**config.mk**
```make
export PLATFORM = sky130hd
export DESIGN_NAME = seven_segment_reader_flat
export DESIGN_NICKNAME = d
export VERILOG_FILES = /design/src/rtl/seven_segment_reader_if.sv /design/src/rtl/seven_segment_reader.sv /design/src/flat_wrapper.sv
export SDC_FILE = /design/constraint.sdc
export NUM_CORES = 1
export LEC_CHECK = 0
export CORE_MARGIN = 4
export CORE_UTILIZATION = 50
export CTS_CLUSTER_DIAMETER = 80
export CTS_CLUSTER_SIZE = 24
export DETAILED_ROUTE_END_ITERATION = 12
export GPL_ROUTABILITY_DRIVEN = 0
export GPL_TIMING_DRIVEN = 0
export PLACE_DENSITY = 0.77
export SETUP_SLACK_MARGIN = 0.1
export SLEW_MARGIN = 20
export SYNTH_ARGS = -nofsm -noshare
export SYNTH_HDL_FRONTEND = slang
export SYNTH_SLANG_ARGS = --single-unit
```
**constraint.sdc**
```tcl
create_clock -name clk -period 3.35 [get_ports clk]
set_input_delay 0.5025 -clock clk [delete_from_list [all_inputs] [get_ports clk]]
set_output_delay 0.5025 -clock clk [all_outputs]
set_load 0.005 [all_outputs]
```
**src/rtl/seven_segment_reader_if.sv**
```systemverilog
// Display-bus tap: the anode/segment lines seen by the reader plus the decoded frame it reports.
interface seven_segment_reader_if;
    logic [3:0]  an;
    logic [7:0]  seg;
    logic        err_clr;
    logic [15:0] digits;
    logic [3:0]  dp;
    logic [3:0]  digit_valid;
    logic        frame_done;
    logic        err;

    modport master (
        output an, seg, err_clr,
        input  digits, dp, digit_valid, frame_done, err
    );

    modport slave (
        input  an, seg, err_clr,
        output digits, dp, digit_valid, frame_done, err
    );
endinterface

```
**src/rtl/seven_segment_reader.sv**
```systemverilog
// Samples the multiplexed 4-digit display lines, waits for each slot to settle,
// decodes the segment pattern back to BCD and assembles complete frames.
module seven_segment_reader #(
    parameter int SETTLE_CYCLES = 4
) (
    input logic clk,
    input logic rst,
    seven_segment_reader_if.slave bus
);
    // Counter holds the number of repeated samples; capture fires as it reaches SETTLE_CYCLES-1.
    localparam logic [7:0] CAP_CNT = 8'(SETTLE_CYCLES - 2);
    localparam logic [7:0] SAT_CNT = 8'(SETTLE_CYCLES - 1);

    logic [3:0]  an_prev;
    logic [7:0]  seg_prev;
    logic [7:0]  settle_cnt;
    logic [15:0] digits_q;
    logic [3:0]  dp_q;
    logic [3:0]  valid_q;
    logic        frame_done_q;
    logic        err_q;

    logic [2:0]  low_count;
    logic        sel_valid;
    logic        sel_conflict;
    logic        same;
    logic        capture;
    logic        pat_bad;
    logic [3:0]  pos_mask;
    logic [3:0]  dec_val;
    logic [3:0]  valid_next;
    logic        frame_last;

    always_comb begin
        low_count = 3'd0;
        for (int i = 0; i < 4; i++) begin
            low_count = low_count + {2'b00, ~bus.an[i]};
        end
        sel_valid    = (low_count == 3'd1);
        sel_conflict = (low_count >= 3'd2);
        same         = ({bus.an, bus.seg} == {an_prev, seg_prev});
        capture      = sel_valid && same && (settle_cnt == CAP_CNT);
        pos_mask     = ~bus.an;
        valid_next   = valid_q | pos_mask;
        frame_last   = (valid_next == 4'b1111);

        pat_bad = 1'b0;
        case (bus.seg[6:0])
            7'b1000000: dec_val = 4'd0;
            7'b1111001: dec_val = 4'd1;
            7'b0100100: dec_val = 4'd2;
            7'b0110000: dec_val = 4'd3;
            7'b0011001: dec_val = 4'd4;
            7'b0010010: dec_val = 4'd5;
            7'b0000010: dec_val = 4'd6;
            7'b1111000: dec_val = 4'd7;
            7'b0000000: dec_val = 4'd8;
            7'b0010000: dec_val = 4'd9;
            7'b1111111: dec_val = 4'hF;
            default: begin
                dec_val = 4'hE;
                pat_bad = 1'b1;
            end
        endcase
    end

    always_ff @(posedge clk) begin
        if (rst) begin
            an_prev      <= 4'b1111;
            seg_prev     <= 8'hFF;
            settle_cnt   <= 8'd0;
            digits_q     <= 16'hFFFF;
            dp_q         <= 4'b0000;
            valid_q      <= 4'b0000;
            frame_done_q <= 1'b0;
            err_q        <= 1'b0;
        end else begin
            an_prev      <= bus.an;
            seg_prev     <= bus.seg;
            frame_done_q <= 1'b0;

            if (sel_valid && same) begin
                if (settle_cnt != SAT_CNT) settle_cnt <= settle_cnt + 8'd1;
            end else begin
                settle_cnt <= 8'd0;
            end

            if (capture) begin
                for (int i = 0; i < 4; i++) begin
                    if (pos_mask[i]) begin
                        digits_q[4*i +: 4] <= dec_val;
                        dp_q[i]            <= ~bus.seg[7];
                    end
                end
                if (frame_last) begin
                    valid_q      <= 4'b0000;
                    frame_done_q <= 1'b1;
                end else begin
                    valid_q <= valid_next;
                end
            end

            // A fresh error wins over a simultaneous clear.
            if (sel_conflict || (capture && pat_bad)) err_q <= 1'b1;
            else if (bus.err_clr)                      err_q <= 1'b0;
        end
    end

    assign bus.digits      = digits_q;
    assign bus.dp          = dp_q;
    assign bus.digit_valid = valid_q;
    assign bus.frame_done  = frame_done_q;
    assign bus.err         = err_q;
endmodule

```
**src/flat_wrapper.sv**
```systemverilog
// flat-port wrapper written by rule: the top's interface ports become plain ports
module seven_segment_reader_flat 
#(
    parameter int SETTLE_CYCLES = 4
)
  (clk, rst, bus_an, bus_seg, bus_err_clr, bus_digits, bus_dp, bus_digit_valid, bus_frame_done, bus_err);
  seven_segment_reader_if bus_i ();
  input logic clk;
  input logic rst;
  input wire logic [$bits(bus_i.an)-1:0] bus_an;
  input wire logic [$bits(bus_i.seg)-1:0] bus_seg;
  input wire logic [$bits(bus_i.err_clr)-1:0] bus_err_clr;
  output wire logic [$bits(bus_i.digits)-1:0] bus_digits;
  output wire logic [$bits(bus_i.dp)-1:0] bus_dp;
  output wire logic [$bits(bus_i.digit_valid)-1:0] bus_digit_valid;
  output wire logic [$bits(bus_i.frame_done)-1:0] bus_frame_done;
  output wire logic [$bits(bus_i.err)-1:0] bus_err;
  assign bus_i.an = bus_an;
  assign bus_i.seg = bus_seg;
  assign bus_i.err_clr = bus_err_clr;
  assign bus_digits = bus_i.digits;
  assign bus_dp = bus_i.dp;
  assign bus_digit_valid = bus_i.digit_valid;
  assign bus_frame_done = bus_i.frame_done;
  assign bus_err = bus_i.err;
  seven_segment_reader #(.SETTLE_CYCLES(SETTLE_CYCLES)) u_core (.clk(clk), .rst(rst), .bus(bus_i));
endmodule
```
==> out/metrics.csv, run 1 <==
stage,metric,value,unit
logic_synthesis,synth.yosys.seq_area_share,0.4201,
sta,finalWorstPathRequiredPeriod,3.006,ns
layout,drive_above_1_share,0.1222,
logic_synthesis,synth_ff_type,dfxtp_1,
layout,final_net_count,290,
layout,antenna_cells_inserted,0,
die,boundaryPins,41,
layout,multiInputGateArea,0.001185,mm²
worst_setup_path,crit_arrival,3.24,ns
logic_synthesis,yosys_register_bits,46,
sta,final.setup.worst_slack,0.3444,ns
die,initial_util,0.5327,
logic_synthesis,syn_nets,247,
global_route,global_route.usage.total,0.1889,
cts,worstSkewPairLatency,0.30,ns
global_route,vias_in_the_first_global_route,1722,
logic_synthesis,synth-warning-count,0,
job,maxCapViolations,0,
sta,worst_pin_slew,0.7992,ns
detailed_routing,detail_route.wl_per_cell,14.55,µm
worst_setup_path,timing.critical_path.to_type,flop,
detailed_routing,via_per_inst,5.391,
sta,finalHoldViolCount,0,
logic_synthesis,synth.distinct_cells,41,
cts,cts_h_tree_depth,2,
sta,final-max-slew-violation-count,0,
detailed_routing,route.detailed.drc,0,
sta,worst_skew,0.01010,ns
place,detailed_place_hpwl,3.469,mm
logic_synthesis,post_synth_arst_share,0,
sta,fin_hold_ws,0.4863,ns
power_and_ir_drop,power.static_leakage,0.9793,nW
global_route,grt_busiest_layer,met2,
worst_setup_path,ff_to_ff_end,u_core.bus.digits[9],
cts,cts_inserted_buffers,5,
worst_setup_path,setup.worst_path.class,primary input to flop,
detailed_routing,drt_iter0_markers,113,
power_and_ir_drop,power.ir.vdd_worst,203.8,µV
layout,regArea,920.9,µm²
logic_synthesis,synth.avg_cell_area,9.700,µm²
cts,cts_num_sinks,46,
sta,maxSlewHeadroom,0.4623,
sta,grt_setup_unrepaired,no,
cts,post-cts-setup-buffers,0,
layout,stdcell_count,320,
worst_setup_path,crit_path_max_incr_delay,0.50,ns
die,floorplan.die_area,0.005508,mm²
cts,root_buffer,clkbuf_8,
worst_setup_path,timing.critical_path.buf_inv,3,
cts,cts_tree,yes,
global_route,grt_first_pass_wirelength,8.086,mm
worst_setup_path,worstReg2RegStart,u_core.settle_cnt[2],
worst_setup_path,critical_path.most_common_cell,ha_1,
worst_hold_path,hp-class,flop to flop,
global_route,groute.layer.met2.usage,0.3002,
die,die-height,74.22,µm
worst_setup_path,worst_setup_path_start_kind,primary input,
worst_setup_path,path_delay_family,simple AND/OR/NAND/NOR gates,
sta,finalSetupViolations,0,
sta,fmaxAchievable,332.7,MHz
logic_synthesis,gate_count_after_technology_mapping,226,
worst_setup_path,critPathMaxFanout,6,
place,place_worst_setup_slack,-0.5910,ns
detailed_routing,antenna_violating_nets_post_route,0,
logic_synthesis,synth-edff-count,0,
detailed_routing,drt-pass1-iter-count,4,
die,placementRows,23,
global_route,overflow,0,
cts,clock_path_buffers,2,
layout,flow.area_growth_from_synthesis,23.23,%
worst_setup_path,crit_chain,clkbuf_2 > inv_1 > ha_1 > fa_1 > ha_1 > nor3b_2 > nand4_1 > or4_1 > buf_6 > nor2_8 > mux2i_1,
logic_synthesis,synthesis.area,0.002192,mm²
global_route,antenna_violations_before_repair,0,
worst_setup_path,setup.reg_to_reg.worst_slack,1.18,ns
outcome,run_status,"complete, no violations",
detailed_routing,drt-total-wl,4.656,mm
power_and_ir_drop,pwr_density_cell,370.0,mW/mm²
cts,clkSlewWorstSetupHoldPaths,0.09,ns
worst_hold_path,min_path_cells,2,
worst_hold_path,holdPathEnd,u_core.bus.dp[3],
global_route,grt_start_max_net_pins,16,
place,port-buffer-count,36,
global_route,met3_usage,0.05811,
sta,period_share,0.8972,
place,dp_cells,312,
detailed_routing,detailroute.via_count,1725,
die,die_width,74.22,µm
layout,filler_cell_count,346,
die,fp.coreArea,0.004115,mm²
worst_setup_path,critPathRequiredTime,3.58,ns
global_route,use_met1,0.2517,
worst_setup_path,reg2reg_depth,6,
worst_setup_path,worst_path_max_delay_cell,or4_1,
worst_hold_path,hold_start,u_core.bus.dp[3],
==> cells in the mapped netlist (all sizes together), types with 4 or more instances <==
cell type	number	share of area
dfxtp	46	0.42
nor2	29	0.079
mux2i	20	0.091
xnor2	13	0.052
or2	12	0.034
clkbuf	11	0.019
nand3	10	0.023
inv	9	0.015
nor3	8	0.018
nor4	8	0.023
xor2	6	0.024
ha	5	0.029
nand2b	5	0.014
a21oi	4	0.0091
nand4	4	0.011
o21a	4	0.014
==> layer usage <==
| layer | part of all wire | wire, µm |
|---|---|---|
| met1 | 0.49 | 2261 |
| met2 | 0.46 | 2162 |
| met3 | 0.043 | 202 |
| met4 | 0.0062 | 29 |
| met5 | 0 | 0 |
==> area by class of cell <==
type | count | area share
Buffer | 13 | 0.02131
Clock buffer | 5 | 0.02547
Clock inverter | 3 | 0.007874
Inverter | 9 | 0.01251
Multi-Input combinational cell | 158 | 0.4386
Sequential cell | 46 | 0.3409
Tap cell | 50 | 0.02316
Timing Repair Buffer | 36 | 0.1302
==> cells in the final DEF (no fill, tap or decap), types with 3 or more instances in the layout <==
| master | instances |
|---|---|
| clkdlybuf4s50_1 | 32 |
| a21oi_1 | 4 |
| nor2_1 | 25 |
| clkbuf_1 | 10 |
| or2_2 | 12 |
| nor3_1 | 8 |
| inv_1 | 9 |
| nand2_1 | 3 |
| nand2b_1 | 5 |
| clkbuf_8 | 5 |
| xnor2_1 | 13 |
| nor2_8 | 4 |
| mux2i_1 | 20 |
| nand3_1 | 10 |
| nor4_1 | 8 |
| o21a_1 | 4 |
| clkbuf_2 | 3 |
| dfxtp_1 | 46 |
| ha_1 | 5 |
| xor2_1 | 6 |
| nand4_1 | 4 |
==> state kept, by name, summed over array words and instances (netlist names) <==
name	count
u_core.bus.digits	16
u_core.seg_prev	8
u_core.settle_cnt	8
u_core.an_prev	4
u_core.bus.digit_valid	4
u_core.bus.dp	4
u_core.bus.err	1
u_core.bus.frame_done	1
==> per-stage QoR <==
stage / setup TNS [ns] / utilization / total power [mW] / instance area (µm²)
2_1_floorplan: 0 / - / 0.6348 / 2192
3_3_place_gp: -14.47 / 0.6355 / 0.6703 / 2615
3_5_place_dp: -16.96 / 0.6355 / 0.6722 / 2615
4_1_cts: 0 / 0.6576 / 1.009 / 2706
5_1_grt: 0 / 0.6564 / 1.041 / 2701
6_report: 0 / 0.6564 / 0.9995 / 2701
==> worst max-delay path by stage <==
| stage | start | to | slack, ns | depth (start not counted) |
|---|---|---|---|---|
| floorplan | bus_an[0] | u_core.bus.digits[0] | 0.43 | 10 |
| global placement | bus_an[0] | u_core.bus.dp[0] | -0.53 | 11 |
| detailed placement | bus_an[1] | u_core.bus.digits[1] | -0.59 | 11 |
| CTS | bus_an[0] | u_core.bus.digits[0] | 0.11 | 11 |
| global route | bus_an[0] | u_core.bus.digits[11] | 0.21 | 11 |
| finish | bus_an[0] | u_core.bus.digits[9] | 0.34 | 11 |
==> timing repair <==
item | 4_1_cts | 5_1_grt
setup endpoints to repair | 33 | 22
gates resized for setup | 4 | 5
hold buffers | 0 | 0
cloned | 0 | 0
==> power by group <==
group | switching, mW | total, mW | internal (mW)
logic | 0.0561 | 0.101 | 0.0448
clock network | 0.193 | 0.340 | 0.147
registers | 0.00369 | 0.559 | 0.555
==> worst min-delay path, delay by kind of cell, from the launching register on <==
family	cells	cell delay, ns
flops	1	0.33
simple gates	1	0.06
mux	1	0.05
==> kinds of logic (layout without fill, tap and decap cells) <==
family                     count (synthesis)  in the layout  synth area share
and+or+nand+nor                           96             96            0.2706
DFF                                       46             46            0.4201
buffers and inverters                     22             66           0.04166
muxes                                     20             20           0.09132
xor gates and xnor gates                  19             19           0.07591
AOI/OAI and AO/OA                         17             17           0.06279
adders and majority gates                  6              6           0.03767
Note: power is estimated with default switching activity, not from simulation.
==> run 2, diff against run 1 <==
--- a/config.mk
+++ b/config.mk
@@ -5,14 +5,15 @@
 export SDC_FILE = /design/constraint.sdc
 export NUM_CORES = 1
 export LEC_CHECK = 0
+export CORE_ASPECT_RATIO = 1.1
 export CORE_MARGIN = 4
-export CORE_UTILIZATION = 50
+export CORE_UTILIZATION = 51
 export CTS_CLUSTER_DIAMETER = 80
 export CTS_CLUSTER_SIZE = 24
 export DETAILED_ROUTE_END_ITERATION = 12
 export GPL_ROUTABILITY_DRIVEN = 0
 export GPL_TIMING_DRIVEN = 0
-export PLACE_DENSITY = 0.77
+export PLACE_DENSITY = 0.78
 export SETUP_SLACK_MARGIN = 0.1
 export SLEW_MARGIN = 20
 export SYNTH_ARGS = -nofsm -noshare
==> out/metrics.csv, run 2 (same netlist as run 1, synthesis figures left out) <==
stage,metric,value,unit
layout,mostFrequentLayoutCell,dfxtp_1,
worst_setup_path,crit_path_max_incr_delay,0.51,ns
sta,final.setup.worst_slack,0.2811,ns
die,die-height,76.76,µm
global_route,overflow,0,
sta,maxSlewHeadroom,0.4787,
power_and_ir_drop,power.static_leakage,0.9744,nW
power_and_ir_drop,power.internal,746.6,µW
die,initial_util,0.5407,
layout,flow.area_growth_from_synthesis,23.00,%
detailed_routing,antenna_violating_nets_post_route,0,
global_route,global_route.usage.total,0.1877,
global_route,vias_in_the_first_global_route,1725,
worst_setup_path,setup.worst_path.class,primary input to flop,
cts,clock_path_buffers,2,
cts,clkSlewWorstSetupHoldPaths,0.08,ns
detailed_routing,route.detailed.drc,0,
sta,worst_pin_slew,0.7749,ns
layout,mostFrequentLayoutCells,"46 x dfxtp_1, 32 x clkdlybuf4s50_1, 25 x nor2_1",
layout,antenna_cells_inserted,0,
cts,cts_tree,yes,
sta,total_negative_slack_for_setup_checks,0,ns
worst_setup_path,crit_arrival,3.30,ns
place,dp_cells,314,
global_route,grt_first_pass_wirelength,8.204,mm
place,detailed_place_hpwl,3.528,mm
detailed_routing,detailroute.via_count,1711,
layout,final_design_utilization,0.6651,
global_route,antenna_violations_before_repair,0,
power_and_ir_drop,power.share.sequential,0.569,
detailed_routing,drt-total-wl,4.759,mm
cts,post-cts-setup-buffers,0,
worst_setup_path,timing.critical_path.buf_inv,3,
cts,cts_h_tree_depth,2,
layout,filler_cell_count,346,
power_and_ir_drop,switching_share,0.2399,
cts,root_buffer,clkbuf_8,
power_and_ir_drop,pwr_density_cell,364.3,mW/mm²
worst_setup_path,worst_setup_path_start_kind,primary input,
power_and_ir_drop,power.ir.vdd_worst,254.8,µV
die,boundaryPins,41,
worst_setup_path,critPathRequiredTime,3.58,ns
worst_setup_path,timing.critical_path.to_type,flop,
cts,worstSkewPairLatency,0.30,ns
job,maxCapViolations,0,
die,die_width,70.51,µm
detailed_routing,drt-pass1-iter-count,4,
detailed_routing,detail_route.wl_per_cell,14.83,µm
sta,grt_setup_unrepaired,no,
layout,final_net_count,290,
outcome,run_status,"complete, no violations",
die,floorplan.die_area,0.005412,mm²
sta,worst_skew,0.005914,ns
global_route,grt_start_max_net_pins,13,
power_and_ir_drop,switchingPower,235.7,µW
sta,finalSetupViolations,0,
worst_setup_path,critical_path.most_common_cell,ha_1,
cts,cts_inserted_buffers,5,
sta,finalWorstPathRequiredPeriod,3.069,ns
sta,final-max-slew-violation-count,0,
layout,stdcell_count,321,
worst_setup_path,crit_chain,clkbuf_2 > inv_1 > ha_1 > fa_1 > ha_1 > nor3b_4 > nand4_1 > or4_1 > buf_6 > nor2_8 > mux2i_1,
detailed_routing,drt_iter0_markers,38,
worst_setup_path,worst_path_max_delay_cell,or4_1,
sta,finalHoldViolCount,0,
die,placementRows,24,
worst_setup_path,critPathMaxFanout,6,
power_and_ir_drop,clock_power_share,0.323,
cts,cts_num_sinks,46,
sta,period_share,0.9161,
sta,fmaxAchievable,325.9,MHz
layout,largest_register_ffs,16,
cts,ctsHoldBuffers,0,
detailed_routing,via_per_inst,5.330,
place,place_worst_setup_slack,-0.6293,ns
layout,drive_above_1_share,0.1115,
power_and_ir_drop,fraction_of_power_consumed_by_combinational_cells,0.108,
die,fp.coreArea,0.004054,mm²
place,port-buffer-count,36,
sta,fin_hold_ws,0.4854,ns
worst_hold_path,hp-class,flop to flop,
worst_setup_path,path_delay_family,adder cells,
-- run 2: worst min-delay path: stages (launching register included) --
cell and delay [ns]:
dfxtp_1 0.32, nand2b_1 0.07, mux2i_1 0.06
-- run 2: area by class of cell --
type	instances	area [µm²]	area share
well taps	52	65.06	0.02413
flip-flops and latches	46	920.9	0.3415
multi-input cells	158	1191	0.4418
repair buffers	36	351.6	0.1304
clock buffers	7	76.32	0.02831
plain buffers	13	57.56	0.02135
inverters	9	33.78	0.01253
-- run 2: power by group through the flow --
stage / Sequential [mW] / Clock (mW) / Combinational (mW)
2_1_floorplan: 0.571 / 0 / 0.0634
3_3_place_gp: 0.571 / 0 / 0.0985
3_5_place_dp: 0.572 / 0 / 0.101
4_1_cts: 0.559 / 0.320 / 0.102
5_1_grt: 0.560 / 0.341 / 0.117
6_report: 0.559 / 0.317 / 0.106
-- run 2: repair_timing --
| action | in CTS | in global routing |
|---|---|---|
| resized for setup | 7 | 5 |
| pin swaps | 0 | 1 |
| setup endpoints to repair | 34 | 25 |
| endpoints found under the hold margin | 0 | 0 |
-- run 2: metrics by stage --
step,area (µm²),power (mW)
6_report,2696,0.9823
5_1_grt,2696,1.018
4_1_cts,2699,0.9802
3_5_place_dp,2618,0.6723
3_3_place_gp,2618,0.6700
2_1_floorplan,2192,0.6348
-- run 2: final timing paths --
| path | depth (start not counted) | from | endpoint | slack [ns] |
|---|---|---|---|---|
| min | 2 | u_core.bus.dp[0] | u_core.bus.dp[0] | 0.49 |
| max reg2reg | 6 | u_core.settle_cnt[2] | u_core.bus.dp[3] | 1.17 |
| max | 11 | bus_an[0] | u_core.bus.dp[3] | 0.28 |
| min reg2reg | 2 | u_core.bus.dp[0] | u_core.bus.dp[0] | 0.49 |
-- run 2: layer usage --
layer	share of wire	GRT usage
met3	0.050	0.05752
met2	0.52	0.3240
met1	0.42	0.2208
met5	0	0
met4	0.012	0.05747
==> run 3, diff against run 2 <==
--- a/config.mk
+++ b/config.mk
@@ -6,7 +6,7 @@
 export NUM_CORES = 1
 export LEC_CHECK = 0
 export CORE_ASPECT_RATIO = 1.1
-export CORE_MARGIN = 4
+export CORE_MARGIN = 2
 export CORE_UTILIZATION = 51
 export CTS_CLUSTER_DIAMETER = 80
 export CTS_CLUSTER_SIZE = 24
==> out/metrics.csv, run 3 (same netlist as run 1, synthesis figures left out) <==
stage,metric,value,unit
global_route,antenna_violations_before_repair,0,
die,initial_util,0.5191,
sta,finalSetupViolations,0,
power_and_ir_drop,switching_share,0.2220,
sta,worst_skew,0.003314,ns
sta,fin_hold_ws,0.4857,ns
cts,cts_tree,yes,
worst_setup_path,worst_setup_path_start_kind,primary input,
layout,drive_above_1_share,0.1259,
worst_setup_path,setup.worst_path.end,u_core.bus.digits[0],
sta,maxSlewHeadroom,0.4462,
detailed_routing,detailroute.via_count,1736,
place,detailed_place_hpwl,3.405,mm
global_route,overflow,0,
sta,final-max-slew-violation-count,0,
power_and_ir_drop,fraction_of_power_consumed_by_combinational_cells,0.096,
worst_setup_path,setup.reg_to_reg.worst_slack,1.13,ns
cts,cts_h_tree_depth,2,
detailed_routing,antenna_violating_nets_post_route,0,
detailed_routing,via_per_inst,5.358,
worst_setup_path,crit_chain,buf_2 > inv_1 > ha_1 > fa_1 > ha_1 > nor3b_2 > nand4_1 > or4_1 > buf_6 > nor2_8 > mux2i_1,
sta,period_share,0.9148,
sta,total_negative_slack_for_setup_checks,0,ns
place,port-buffer-count,36,
worst_setup_path,critPathMaxFanout,6,
die,floorplan.die_area,0.004839,mm²
detailed_routing,drt_iter0_markers,39,
global_route,global_route.usage.total,0.2063,
cts,worstSkewPairLatency,0.29,ns
outcome,run_status,"complete, no violations",
cts,clkSlewWorstSetupHoldPaths,0.08,ns
worst_setup_path,worst_setup_path_startpoint,bus_an[0],
cts,cts_inserted_buffers,5,
worst_setup_path,timing.critical_path.to_type,flop,
power_and_ir_drop,switchingPower,239.7,µW
die,placementRows,25,
die,die-height,72.76,µm
worst_setup_path,crit_path_max_incr_delay,0.50,ns
sta,finalWorstPathRequiredPeriod,3.065,ns
worst_setup_path,critical_path.most_common_cell,ha_1,
global_route,grt_first_pass_wirelength,7.562,mm
die,boundaryPins,41,
worst_setup_path,crit_arrival,3.29,ns
detailed_routing,drt-total-wl,4.609,mm
cts,clock_path_buffers,2,
global_route,grt_start_max_net_pins,14,
worst_setup_path,setup.worst_path.class,primary input to flop,
power_and_ir_drop,power.internal,840.2,µW
layout,mostFrequentLayoutCells,"46 x dfxtp_1, 32 x clkdlybuf4s50_1, 25 x nor2_1",
sta,fmaxAchievable,326.3,MHz
cts,cts_num_sinks,46,
worst_setup_path,reg2reg_depth,6,
detailed_routing,drt-pass1-iter-count,4,
worst_hold_path,hp-class,flop to flop,
die,die_width,66.51,µm
sta,worst_pin_slew,0.8231,ns
sta,finalHoldViolCount,0,
global_route,vias_in_the_first_global_route,1667,
power_and_ir_drop,clock_power_share,0.387,
layout,largest_register_ffs,16,
layout,final_net_count,291,
layout,final_area,0.002738,mm²
power_and_ir_drop,power.static_leakage,0.9886,nW
power_and_ir_drop,pwr_density_cell,394.5,mW/mm²
layout,filler_cell_count,364,
sta,grt_setup_unrepaired,no,
place,dpl_cell_area,0.002620,mm²
detailed_routing,detail_route.wl_per_cell,14.23,µm
die,fp.coreArea,0.004223,mm²
layout,mostFrequentLayoutCell,dfxtp_1,
worst_setup_path,worst_path_max_delay_cell,or4_1,
worst_setup_path,ff_to_ff_end,u_core.bus.digits[0],
power_and_ir_drop,power.ir.vdd_worst,306.2,µV
cts,ctsHoldBuffers,0,
layout,antenna_cells_inserted,0,
worst_setup_path,critPathRequiredTime,3.58,ns
job,maxCapViolations,0,
worst_setup_path,worstReg2RegStart,u_core.settle_cnt[2],
power_and_ir_drop,power.share.sequential,0.517,
layout,flow.area_growth_from_synthesis,24.89,%
cts,root_buffer,clkbuf_8,
detailed_routing,route.detailed.drc,0,
[run 3: area by class of cell]
class | instances | area [µm²] | share of cell area
Clock inverter | 1 | 30.03 | 0.01097
Inverter | 9 | 33.78 | 0.01234
Sequential cell | 46 | 920.9 | 0.3364
Tap cell | 54 | 67.56 | 0.02468
Timing Repair Buffer | 37 | 355.3 | 0.1298
Clock buffer | 6 | 82.58 | 0.03016
Multi-Input combinational cell | 158 | 1190 | 0.4346
Buffer | 13 | 57.56 | 0.02102
[run 3: power by group through the flow]
stage,clock (mW),combinational (mW),sequential [mW]
floorplan,0,0.0634,0.571
global placement,0,0.0982,0.571
detailed placement,0,0.101,0.572
CTS,0.425,0.102,0.559
global route,0.446,0.113,0.560
finish,0.418,0.103,0.559
[run 3: how the worst min path moves through the flow]
stage	slack [ns]	start	endpoint	cells past startpoint
after floorplan	0.47	u_core.bus.dp[0]	u_core.bus.dp[0]	2
after global placement	0.46	u_core.bus.dp[3]	u_core.bus.dp[3]	2
after detailed placement	0.46	u_core.bus.dp[3]	u_core.bus.dp[3]	2
after CTS	0.48	u_core.bus.dp[3]	u_core.bus.dp[3]	2
after global routing	0.51	u_core.bus.dp[3]	u_core.bus.dp[3]	2
final	0.49	u_core.bus.dp[3]	u_core.bus.dp[3]	2
[run 3: what timing repair did]
item | CTS | global route
setup buffers | 0 | 1
gates resized for setup | 9 | 5
cloned | 0 | 0
endpoints found under the setup margin | 34 | 19
pin swaps | 0 | 2
[run 3: routing by layer]
metal | GRT usage | vias up | share of wire
li1 | - | 873 | -
met1 | 0.2390 | 823 | 0.44
met2 | 0.3644 | 35 | 0.51
met3 | 0.05247 | 5 | 0.037
met4 | 0.07483 | 0 | 0.014
met5 | 0 | - | 0
[run 3: worst max-delay path, delay by kind of cell]
kind          cells  cell delay, ns
mux               1            0.20
fa+ha+maj         3            1.05
buf+inv           3            0.44
simple gates      4            1.08
[run 3: through the flow]
stage	worst slack [ns]	util	instances	total power, mW
after floorplan	0.4291	-	226	0.6348
after global placement	-0.6161	0.6204	316	0.6696
final	0.2854	0.6483	324	1.080
after global routing	0.1779	0.6483	324	1.119
after detailed placement	-0.6898	0.6204	316	0.6723
after CTS	0.1399	0.6483	323	1.086
